[config.mk]
export PLATFORM = sky130hd
export DESIGN_NAME = branch_resolve_unit
export DESIGN_NICKNAME = d
export VERILOG_FILES = /design/src/rtl/bru_pkg.sv /design/src/rtl/branch_lane_eval.sv /design/src/rtl/branch_resolve_unit.sv
export SDC_FILE = /design/constraint.sdc
export NUM_CORES = 1
export LEC_CHECK = 0
export CAP_MARGIN = 20
export CORE_MARGIN = 4
export CORE_UTILIZATION = 33
export DETAILED_ROUTE_END_ITERATION = 16
export PLACE_DENSITY = 0.86
export RECOVER_POWER = 100
export SLEW_MARGIN = 20
export SYNTH_ARGS = -nofsm -noshare
export SYNTH_HDL_FRONTEND = slang
export SYNTH_SLANG_ARGS = --single-unit
[constraint.sdc]
create_clock -name clk -period 2.35 [get_ports clk]
set_clock_uncertainty 0.15 [all_clocks]
set_input_delay 0.3525 -clock clk [delete_from_list [all_inputs] [get_ports clk]]
set_output_delay 0.3525 -clock clk [all_outputs]
set_load 0.03 [all_outputs]
[src/rtl/bru_pkg.sv]
`default_nettype none
// ============================================================================
// Module      : bru_pkg
// Description : Shared definitions for the branch resolution unit.
//               Holds the 3-bit op code type, the op code constants and the
//               bit positions of the architectural flags.
//               Optional feature macro used by the unit: BRU_PREDICT_EN.
// Revision    : 1.0 - initial release
// ============================================================================
package bru_pkg;

   typedef logic [2:0] op_t;

   localparam op_t OP_NOP = 3'd0;
   localparam op_t OP_CMP = 3'd1;
   localparam op_t OP_B   = 3'd2;
   localparam op_t OP_BEQ = 3'd3;
   localparam op_t OP_BGT = 3'd4;
   // Codes 5..7 are reserved and decode as NOP.

   localparam int FLAG_E  = 0;
   localparam int FLAG_GT = 1;

endpackage : bru_pkg
`default_nettype wire

[src/rtl/branch_lane_eval.sv]
`default_nettype none
// ============================================================================
// Module      : branch_lane_eval
// Description : Combinational evaluation of a single lane. Applies a compare
//               to the incoming flags or decides whether a branch is taken
//               and whether it needs a fetch redirect.
//               Config macro: BRU_PREDICT_EN (redirect only on mispredict).
// Revision    : 1.0 - initial release
// Ports       : op_i           lane op (already gated to NOP if lane invalid)
//               a_i, b_i       compare operands
//               flags_i        flags seen by this lane
//               target_i, pc_i branch target and op PC
//               pred_taken_i   fetch prediction
//               flags_o        flags after this lane
//               taken_o        branch is taken
//               redir_o        lane requests a redirect
//               redir_addr_o   redirect address
// ============================================================================
module branch_lane_eval
   import bru_pkg::*;
#(
   parameter int ADDR_W = 16,
   parameter int DATA_W = 16
) (
   input  logic [2:0]        op_i,
   input  logic [DATA_W-1:0] a_i,
   input  logic [DATA_W-1:0] b_i,
   input  logic [1:0]        flags_i,
   input  logic [ADDR_W-1:0] target_i,
   input  logic [ADDR_W-1:0] pc_i,
   input  logic              pred_taken_i,
   output logic [1:0]        flags_o,
   output logic              taken_o,
   output logic              redir_o,
   output logic [ADDR_W-1:0] redir_addr_o
);

   logic w_is_branch;

   always_comb begin
      flags_o     = flags_i;
      taken_o     = 1'b0;
      w_is_branch = 1'b0;
      case (op_i)
         OP_CMP: begin
            flags_o[FLAG_E]  = (a_i == b_i);
            flags_o[FLAG_GT] = ($signed(a_i) > $signed(b_i));
         end
         OP_B: begin
            w_is_branch = 1'b1;
            taken_o     = 1'b1;
         end
         OP_BEQ: begin
            w_is_branch = 1'b1;
            taken_o     = flags_i[FLAG_E];
         end
         OP_BGT: begin
            w_is_branch = 1'b1;
            taken_o     = flags_i[FLAG_GT];
         end
         default: ;
      endcase
   end

`ifdef BRU_PREDICT_EN
   // Redirect only when the outcome disagrees with fetch's prediction; a
   // wrongly predicted-taken branch restarts at the fall-through PC.
   assign redir_o      = w_is_branch && (taken_o != pred_taken_i);
   assign redir_addr_o = taken_o ? target_i : (pc_i + {{(ADDR_W-1){1'b0}}, 1'b1});
`else
   logic w_unused_pred;
   assign w_unused_pred = ^{pred_taken_i, pc_i, w_is_branch};
   assign redir_o       = taken_o;
   assign redir_addr_o  = target_i;
`endif

endmodule : branch_lane_eval
`default_nettype wire

[src/rtl/branch_resolve_unit.sv]
`default_nettype none
// ============================================================================
// Module      : branch_resolve_unit
// Description : Execute-stage branch resolution for a bundle of LANES ops.
//               Chains per-lane evaluators with in-bundle flag forwarding,
//               picks the oldest lane that stops the bundle, and holds a
//               registered redirect until fetch acknowledges it.
//               Config macro: BRU_PREDICT_EN (redirect on mispredict only).
// Revision    : 1.0 - initial release
// Ports       : clk, rst_n        clock, async active-low reset
//               in_valid/in_ready bundle handshake
//               lane_*            per-lane op fields (lane 0 oldest)
//               flush             drop pending redirect and current bundle
//               redirect_*        redirect to fetch with ack
//               squash_mask       younger lanes killed by the redirect
//               flags, taken_cnt  architectural flags and taken counter
// ============================================================================
module branch_resolve_unit
   import bru_pkg::*;
#(
   parameter int ADDR_W = 16,
   parameter int DATA_W = 16,
   parameter int LANES  = 2
) (
   input  logic                     clk,
   input  logic                     rst_n,
   input  logic                     in_valid,
   output logic                     in_ready,
   input  logic [LANES-1:0]         lane_valid,
   input  logic [3*LANES-1:0]       lane_op,
   input  logic [ADDR_W*LANES-1:0]  lane_pc,
   input  logic [ADDR_W*LANES-1:0]  lane_target,
   input  logic [DATA_W*LANES-1:0]  lane_a,
   input  logic [DATA_W*LANES-1:0]  lane_b,
   input  logic [LANES-1:0]         lane_pred_taken,
   input  logic                     flush,
   output logic                     redirect_valid,
   output logic [ADDR_W-1:0]        redirect_pc,
   input  logic                     redirect_ack,
   output logic [LANES-1:0]         squash_mask,
   output logic [1:0]               flags,
   output logic [15:0]              taken_cnt
);

   logic              redirect_valid_q, redirect_valid_d;
   logic [ADDR_W-1:0] redirect_pc_q,    redirect_pc_d;
   logic [LANES-1:0]  squash_mask_q,    squash_mask_d;
   logic [1:0]        flags_q,          flags_d;
   logic [15:0]       taken_cnt_q,      taken_cnt_d;

   // chain_flags[i] is what lane i sees; chain_flags[i+1] is after lane i.
   logic [1:0]        chain_flags [LANES+1];
   logic [LANES-1:0]  lane_taken;
   logic [LANES-1:0]  lane_redir;
   logic [ADDR_W-1:0] lane_addr   [LANES];

   assign chain_flags[0] = flags_q;

   for (genvar gi = 0; gi < LANES; gi++) begin : g_lane
      op_t w_op;
      assign w_op = lane_valid[gi] ? lane_op[3*gi +: 3] : OP_NOP;

      branch_lane_eval #(
         .ADDR_W (ADDR_W),
         .DATA_W (DATA_W)
      ) u_eval (
         .op_i         (w_op),
         .a_i          (lane_a[DATA_W*gi +: DATA_W]),
         .b_i          (lane_b[DATA_W*gi +: DATA_W]),
         .flags_i      (chain_flags[gi]),
         .target_i     (lane_target[ADDR_W*gi +: ADDR_W]),
         .pc_i         (lane_pc[ADDR_W*gi +: ADDR_W]),
         .pred_taken_i (lane_pred_taken[gi]),
         .flags_o      (chain_flags[gi+1]),
         .taken_o      (lane_taken[gi]),
         .redir_o      (lane_redir[gi]),
         .redir_addr_o (lane_addr[gi])
      );
   end

   // Walk the lanes oldest-first. The first lane that is taken or redirects
   // ends the bundle: everything younger is ignored for flags and counting.
   // With prediction enabled a correctly predicted taken branch stops the
   // walk without raising a redirect.
   logic              w_stopped;
   logic              w_taken_any;
   logic              w_any_redir;
   logic [1:0]        w_new_flags;
   logic [ADDR_W-1:0] w_redir_pc;
   logic [LANES-1:0]  w_redir_mask;

   always_comb begin
      w_stopped    = 1'b0;
      w_taken_any  = 1'b0;
      w_any_redir  = 1'b0;
      w_new_flags  = flags_q;
      w_redir_pc   = redirect_pc_q;
      w_redir_mask = '0;
      for (int i = 0; i < LANES; i++) begin
         if (!w_stopped) begin
            w_new_flags = chain_flags[i+1];
            if (lane_taken[i] || lane_redir[i]) begin
               w_stopped   = 1'b1;
               w_taken_any = lane_taken[i];
               w_any_redir = lane_redir[i];
               w_redir_pc  = lane_addr[i];
               for (int j = 0; j < LANES; j++) begin
                  w_redir_mask[j] = (j > i);
               end
            end
         end
      end
   end

   logic w_accept;
   assign in_ready = !redirect_valid_q || redirect_ack;
   assign w_accept = in_valid && in_ready;

   always_comb begin
      redirect_valid_d = redirect_valid_q;
      redirect_pc_d    = redirect_pc_q;
      squash_mask_d    = squash_mask_q;
      flags_d          = flags_q;
      taken_cnt_d      = taken_cnt_q;
      if (flush) begin
         // Flush wins over accept; the presented bundle is dropped.
         redirect_valid_d = 1'b0;
         squash_mask_d    = '0;
      end else if (w_accept) begin
         flags_d     = w_new_flags;
         taken_cnt_d = taken_cnt_q + {15'd0, w_taken_any};
         if (w_any_redir) begin
            redirect_valid_d = 1'b1;
            redirect_pc_d    = w_redir_pc;
            squash_mask_d    = w_redir_mask;
         end else begin
            // Accept implies no redirect pending or it is being acked.
            redirect_valid_d = 1'b0;
            squash_mask_d    = '0;
         end
      end else if (redirect_ack) begin
         redirect_valid_d = 1'b0;
         squash_mask_d    = '0;
      end
   end

   always_ff @(posedge clk or negedge rst_n) begin
      if (!rst_n) begin
         redirect_valid_q <= 1'b0;
         redirect_pc_q    <= '0;
         squash_mask_q    <= '0;
         flags_q          <= 2'b00;
         taken_cnt_q      <= 16'd0;
      end else begin
         redirect_valid_q <= redirect_valid_d;
         redirect_pc_q    <= redirect_pc_d;
         squash_mask_q    <= squash_mask_d;
         flags_q          <= flags_d;
         taken_cnt_q      <= taken_cnt_d;
      end
   end

   assign redirect_valid = redirect_valid_q;
   assign redirect_pc    = redirect_pc_q;
   assign squash_mask    = squash_mask_q;
   assign flags          = flags_q;
   assign taken_cnt      = taken_cnt_q;

endmodule : branch_resolve_unit
`default_nettype wire
==> summary.md, run 1 <==
| Metric | Value |
|---|---|
| Mapped Cells | 320 |
| Status | finished, violations left |
| Hold Path Class | input port to asynchronous set/reset pin |
| Initial Utilization | 34.0% |
| Fillers | approximately 670 |
| Post-synth top area cell | dfrtp_1 |
| Share of cells above drive strength 1 | ~28% |
| Worst slew pin tran | roughly 0.89 ns |
| Placed Cells | ~590 |
| Final nets | 677 |
| WP data arrival | ~2.9 ns |
| Layout area overhead | 84.8% |
| Post-synth EDFFs | 0 |
| Die area | about 0.010 mm2 |
| Overall die height | 100 um |
| Commonest cells post-synth | 46 x nand2_1, 38 x inv_1, 36 x dfrtp_1 |
| Dpl ws | -1.29 ns |
| Largest net degree at the start of global routing | 37 |
| Antenna diode count | 0 |
| Crit path launch | lane_b[2] |
| Final Hold Slack | roughly 0.034 ns |
| Area occupied by multi-input gates | between 0.002 and 0.0025 mm2 |
| Failing checks | setup timing |
| Antenna-violating nets left | 0 |
| Sequential share of the synthesized area | between 30% and 40% |
| Setup crit start kind | input port |
| Req. time, crit path | between 2 and 2.5 ns |
| # setup viols final | 32 |
| DR pass1 iterations | 4 |
| Total power | around 2.7 mW |
| GRT Total Usage | a little under a fifth |
| Peak Freq | around 350 MHz |
| Final Max Slew Viols | 0 |
| Crit share post-route | 121% |
| PortBufs | 145 |
| DRC viols | 0 |
| Top-area cell type share of the netlist area | 32.2% |
| Root buffer cell | clkbuf_8 |
| Drt via density | a little over 5 |
| Syn. warnings | 0 |
| Setup Crit Path Kind | input port to flop |
| Grt ovf | 0 |
| Fin crit period | between 2 and 3 ns |
| Placer Congestion | around 0.79 |
| Leakage | roughly 2.3 nW |
| Die extent in x | 100 um |
| Fin. Hold Viols | 0 |
| Wirelength, routed | 9.76 mm |
| Top cells by area, synth | dfrtp_1 32%, ha_1 16%, nand2_1 6.2%, a221o_1 5.7%, a21oi_1 5.4% |
| Most frequent cell after synthesis | nand2_1 |
| Worst reg2reg startpoint | flags[1] |
| Latest clock arrival within the worst-skew pair | around 0.27 ns |
| Non-Filler Instances | 605 |
| First-pass GRT wire length | roughly 16 mm |
| Clock transition at the registers of the reported paths | around 0.080 ns |
| # clock sinks | 36 |
| PwrDens | approximately 520 mW/mm2 |
| Clk buf depth | 2 |
| Syn avg cell area | 8.73 um2 |
| CTS H-tree lvls | 2 |
| Hold_buf cts | 0 |
| DP Wirelength | between 7 and 8 mm |
| TritonCTS clock tree | done |
| Wirelength per Cell | between 15 and 20 um |
| Register area | 901 um2 |
| Crit path max fanout | 4 |
| Row count | 33 |
| Primary FF master, synth | dfrtp_1 |
| Core box area | 0.00822 mm2 |
| Setup TNS | -8.62 ns |
| Final setup margin | -0.488 ns |
| Slew margin rel. | 40.6% |
| Worst VDD drop | ~0.33 mV |
| Synth Register Bits | 36 |
| Ports | about 180 |
| Yosys cell types | between 50 and 60 |
| Syn nets | around 500 |
| CP endpoint kind | flop |
| Total number of vias | between 3000 and 4000 |
| RSZ-0062 raised after global routing | true |
| Antenna violations before repair | 0 |
| CTS buffer count | 5 |
| Max-Cap Viols | 0 |
| FFs w/ async S/R, synth | 100% |
| Vias in the first global route | between 3000 and 4000 |
| Mapped cell area | 0.00279 mm2 |
| Drt initial violations | 100 |
routing by layer:
layer	vias up	part of all wire (%)	GRT usage, %
met5	-	0	0
met4	0	1.0	3.94
met3	10	5.6	3.54
met2	98	55	35.6
met1	1507	39	22.4
li1	1495	-	-
where the power goes:
part / switching, mW / internal [mW] / total (mW)
Clock: 0.215 / 0.375 / 0.590
Combinational: 0.630 / 0.603 / 1.23
Sequential: 0.102 / 0.747 / 0.849
cell usage in the layout, fill, tap and decap left out, types with 16 or more instances in the layout:
master,netlist,routed
a21oi_1,30,24
a221o_1,16,16
buf_4,1,31
clkdlybuf4s50_1,0,79
dfrtp_1,36,36
dlygate4sd3_1,0,34
ha_4,0,22
inv_1,38,25
nand2_1,46,41
nand3_1,20,20
sequential cells by signal, indices dropped and copies added, names as in the netlist:
| name | flops |
|---|---|
| redirect_pc | 16 |
| taken_cnt | 16 |
| flags | 2 |
| redirect_valid | 1 |
| squash_mask | 1 |
repair_timing:
item | CTS | global route
pin swaps | 45 | 25
setup buffers | 6 | 0
setup endpoints to repair | 34 | 34
gates resized for setup | 125 | 34
hold endpoints to repair | 0 | 0
critical path, stage by stage:
cell	delay, ns
clkdlybuf4s50_1	0.46
inv_1	0.07
ha_4	0.22
o211ai_1	0.13
a21boi_4	0.10
o311a_1	0.37
a211o_4	0.38
ha_4	0.17
ha_4	0.15
nand4_1	0.11
or2_4	0.17
nor2_2	0.04
xor2_1	0.13
metrics by stage:
step / utilization (%) / instance area, um2
6_report: 62.8 / 5160
5_1_grt: 62.8 / 5160
4_1_cts: 60.7 / 4980
3_5_place_dp: 58.0 / 4760
3_3_place_gp: 58.0 / 4760
2_1_floorplan: - / 3000
final timing paths:
| check | end | slack, ns | cells after the start |
|---|---|---|---|
| worst max-delay path | taken_cnt[12] | -0.49 | 13 |
| worst min-delay path | redirect_pc[5] | 0.03 | 1 |
| worst max register to register | taken_cnt[12] | 0 | 10 |
| worst min register to register | taken_cnt[15] | 0.33 | 1 |
| max in group asynchronous | taken_cnt[7] | 1.45 | 1 |
| min in group clk | taken_cnt[15] | 0.33 | 1 |
final cells by class:
| class | count | area share (%) |
|---|---|---|
| repair buffers | 181 | 32.4 |
| clock inverters | 1 | 0.582 |
| clock buffers | 7 | 1.87 |
| inverters | 38 | 3.20 |
| flip-flops and latches | 36 | 17.5 |
| well taps | 105 | 2.54 |
| multi-input cells | 237 | 42.0 |
cells by family after synthesis:
| logic type | synth area share (%) |
|---|---|
| fa+ha+maj | 15.7 |
| simple gates | 23.0 |
| other cells | 0.134 |
| buf+inv | 6.81 |
| xor+xnor | 4.39 |
| compound gates | 17.8 |
| flops | 32.2 |
(Power assumes the default switching activity.)
==> run 2, diff against run 1 <==
--- a/config.mk
+++ b/config.mk
@@ -7,9 +7,10 @@
 export LEC_CHECK = 0
 export CAP_MARGIN = 20
 export CORE_MARGIN = 4
-export CORE_UTILIZATION = 33
+export CORE_UTILIZATION = 58
 export DETAILED_ROUTE_END_ITERATION = 16
-export PLACE_DENSITY = 0.86
+export DONT_BUFFER_PORTS = 1
+export PLACE_DENSITY = 0.85
 export RECOVER_POWER = 100
 export SLEW_MARGIN = 20
 export SYNTH_ARGS = -nofsm -noshare
==> summary.md, run 2 (synthesis gave the netlist of run 1 again) <==
| Metric | Value |
|---|---|
| Status | finished, violations left |
| Failing checks | setup timing |
| Largest net degree at the start of global routing | 37 (unchanged) |
| Grt ovf | 0 (unchanged) |
| Reg2reg setup slack | -0.05 ns (-0.05 ns) |
| Peak Freq | 360 MHz (+2.3%) |
| PwrDens | 602 mW/mm2 (+16%) |
| DR pass1 iterations | 4 (unchanged) |
| Antenna violations before repair | 0 (unchanged) |
| Total number of vias | 2572 (-17%) |
| First-pass GRT wire length | 12.1 mm (-22%) |
| Setup Crit Path Kind | input port to flop |
| Crit path max fanout | 4 (unchanged) |
| Overall die height | 77.4 um (-23%) |
| Final Hold Slack | 0.0550 ns (+0.0214 ns) |
| RSZ-0062 raised after global routing | true |
| Worst hold start | in_valid |
| Req. time, crit path | 2.35 ns (about the same) |
| Antenna diode count | 0 (unchanged) |
| Max incr delay on CP | 0.38 ns (-0.08 ns) |
| Fin crit period | 2.78 ns (-0.0628 ns) |
| Crit-path slowest cell | a2111o_1 |
| Antenna-violating nets left | 0 (unchanged) |
| Wirelength per Cell | 18.9 um (+17%) |
| FF-to-FF End | taken_cnt[12] |
| Post-DP Area | 0.00315 mm2 (-34%) |
| Worst VDD drop | 0.442 mV (+32%) |
| DRC viols | 0 (unchanged) |
| Cell chain of the critical path | ha_4, nand4_4, buf_4, nor3_1, a2111o_1, o311a_1, a211o_4, ha_4, ha_4, nand4_1, or2_4, nor2_2, xor2_1 |
| # setup viols final | 31 (-3.1%) |
| Ports | 181 (unchanged) |
| Most frequent cells in the layout | 43 x nand2_1, 36 x dfrtp_1, 28 x inv_1, 26 x a21oi_1, 22 x ha_1 |
| Hold endpoint | redirect_valid |
| Commonest non-fill, non-tap cell in the layout | nand2_1 |
| # clock sinks | 36 (unchanged) |
| Hold Path Class | input port to flop |
| Setup crit start kind | input port |
| GRT Total Usage | 24.6% (+5.6 points) |
| Clk buf depth | 2 (unchanged) |
| Die extent in x | 77.4 um (-23%) |
| Reg2reg path depth | 10 (unchanged) |
| PortBufs | 0 (-100%) |
| CTS H-tree lvls | 2 (unchanged) |
| CTS buffer count | 5 (unchanged) |
| Placer Congestion | 0.845 (+7.2%) |
| Root buffer cell | clkbuf_8 |
| Final Max Slew Viols | 0 (unchanged) |
| Final Cell Area | 0.00350 mm2 (-32%) |
| Core box area | 0.00450 mm2 (-45%) |
| Hold Path Depth | 2 |
| Drt via density | 6.35 (+24%) |
| Layout area overhead | 25.2% |
| Clock transition at the registers of the reported paths | 0.07 ns (about the same) |
| TritonCTS clock tree | done |
| Drt initial violations | 133 (+33%) |
| Fillers | 327 (-51%) |
| Leakage | 1.60 nW (-31%) |
| Worst reg2reg startpoint | flags[1] |
| Latest clock arrival within the worst-skew pair | 0.28 ns (about the same) |
| Crit share post-route | 118% (-2.7 points) |
| Vias in the first global route | 2698 (-20%) |
| Final nets | 530 (-22%) |
| Final setup margin | -0.425 ns (+0.0628 ns) |
| Initial Utilization | 62.0% (+28 points) |
| DP Wirelength | 5.71 mm (-22%) |
| Die area | 0.00599 mm2 (-40%) |
| Most frequent cell on the critical path | ha_4 |
| Worst slew pin tran | 0.864 ns (-0.0274 ns) |
| Wirelength, routed | 7.67 mm (-21%) |
| Row count | 24 (-27%) |
| WP data arrival | 2.78 ns (-0.07 ns) |
| Slew margin rel. | 42.4% (+1.8 points) |
| Max-Cap Viols | 0 (unchanged) |
| CP endpoint kind | flop |
| Fin. Hold Viols | 0 (unchanged) |
| Share of cells above drive strength 1 | 24.9% (-3.3 points) |
run 2: area by class of cell:
| cell class | instances | area, um2 | share of cell area, % |
|---|---|---|---|
| multi-input cells | 237 | 2000 | 57.1 |
| repair buffers | 34 | 272 | 7.76 |
| flip-flops and latches | 36 | 901 | 25.8 |
| clock inverters | 1 | 7.51 | 0.215 |
| clock buffers | 7 | 86.3 | 2.47 |
| well taps | 52 | 65.1 | 1.86 |
| inverters | 38 | 168 | 4.79 |
run 2: worst max path at each step:
stage,cells after the start,to,slack (ns),from
2_1_floorplan,13,taken_cnt[14],-0.55,lane_b[5]
3_3_place_gp,13,taken_cnt[14],-0.57,lane_b[5]
3_5_place_dp,13,taken_cnt[12],-0.62,lane_b[5]
4_1_cts,12,taken_cnt[12],-0.29,lane_a[14]
5_1_grt,13,taken_cnt[14],-0.51,lane_a[14]
6_report,13,taken_cnt[12],-0.43,lane_a[14]
run 2: repair_timing:
action                                  CTS  global route
buffers inserted                          8             6
gates cloned                              0             1
endpoints found under the hold margin    38             0
hold buffers                              3             0
pin swaps                                16             2
endpoints found under the setup margin   31            31
gates resized for setup                  18            15
run 2: worst max-delay path, delay by kind of cell:
family | cells | cell delay (ns)
compound gates | 3 | 1.10
fa+ha+maj | 3 | 0.55
simple gates | 5 | 0.52
xor+xnor | 1 | 0.13
buf+inv | 1 | 0.12
run 2: layer usage:
layer | track usage [%] | vias to the layer above | part of all wire, %
met3 | 6.37 | 19 | 7.2
met5 | 0 | - | 0
li1 | - | 1207 | -
met4 | 6.41 | 0 | 2.1
met1 | 28.1 | 1230 | 37
met2 | 45.4 | 116 | 53
run 2: where the power goes:
| part | switching, mW | internal [mW] | total [mW] |
|---|---|---|---|
| clock | 0.216 | 0.238 | 0.454 |
| combinational | 0.273 | 0.278 | 0.551 |
| sequential | 0.358 | 0.743 | 1.10 |
| total | 0.846 | 1.26 | 2.11 |
run 2: metrics by stage:
stage	power (mW)	setup slack, ns	util, %	std cells	setup TNS (ns)
2_1_floorplan	1.45	-0.547	-	320	-5.84
3_3_place_gp	1.58	-0.570	70.0	382	-11.64
3_5_place_dp	1.60	-0.623	70.0	382	-13.25
4_1_cts	2.09	-0.291	76.3	401	-3.48
5_1_grt	2.22	-0.514	77.6	405	-8.00
6_report	2.11	-0.425	77.6	405	-6.08
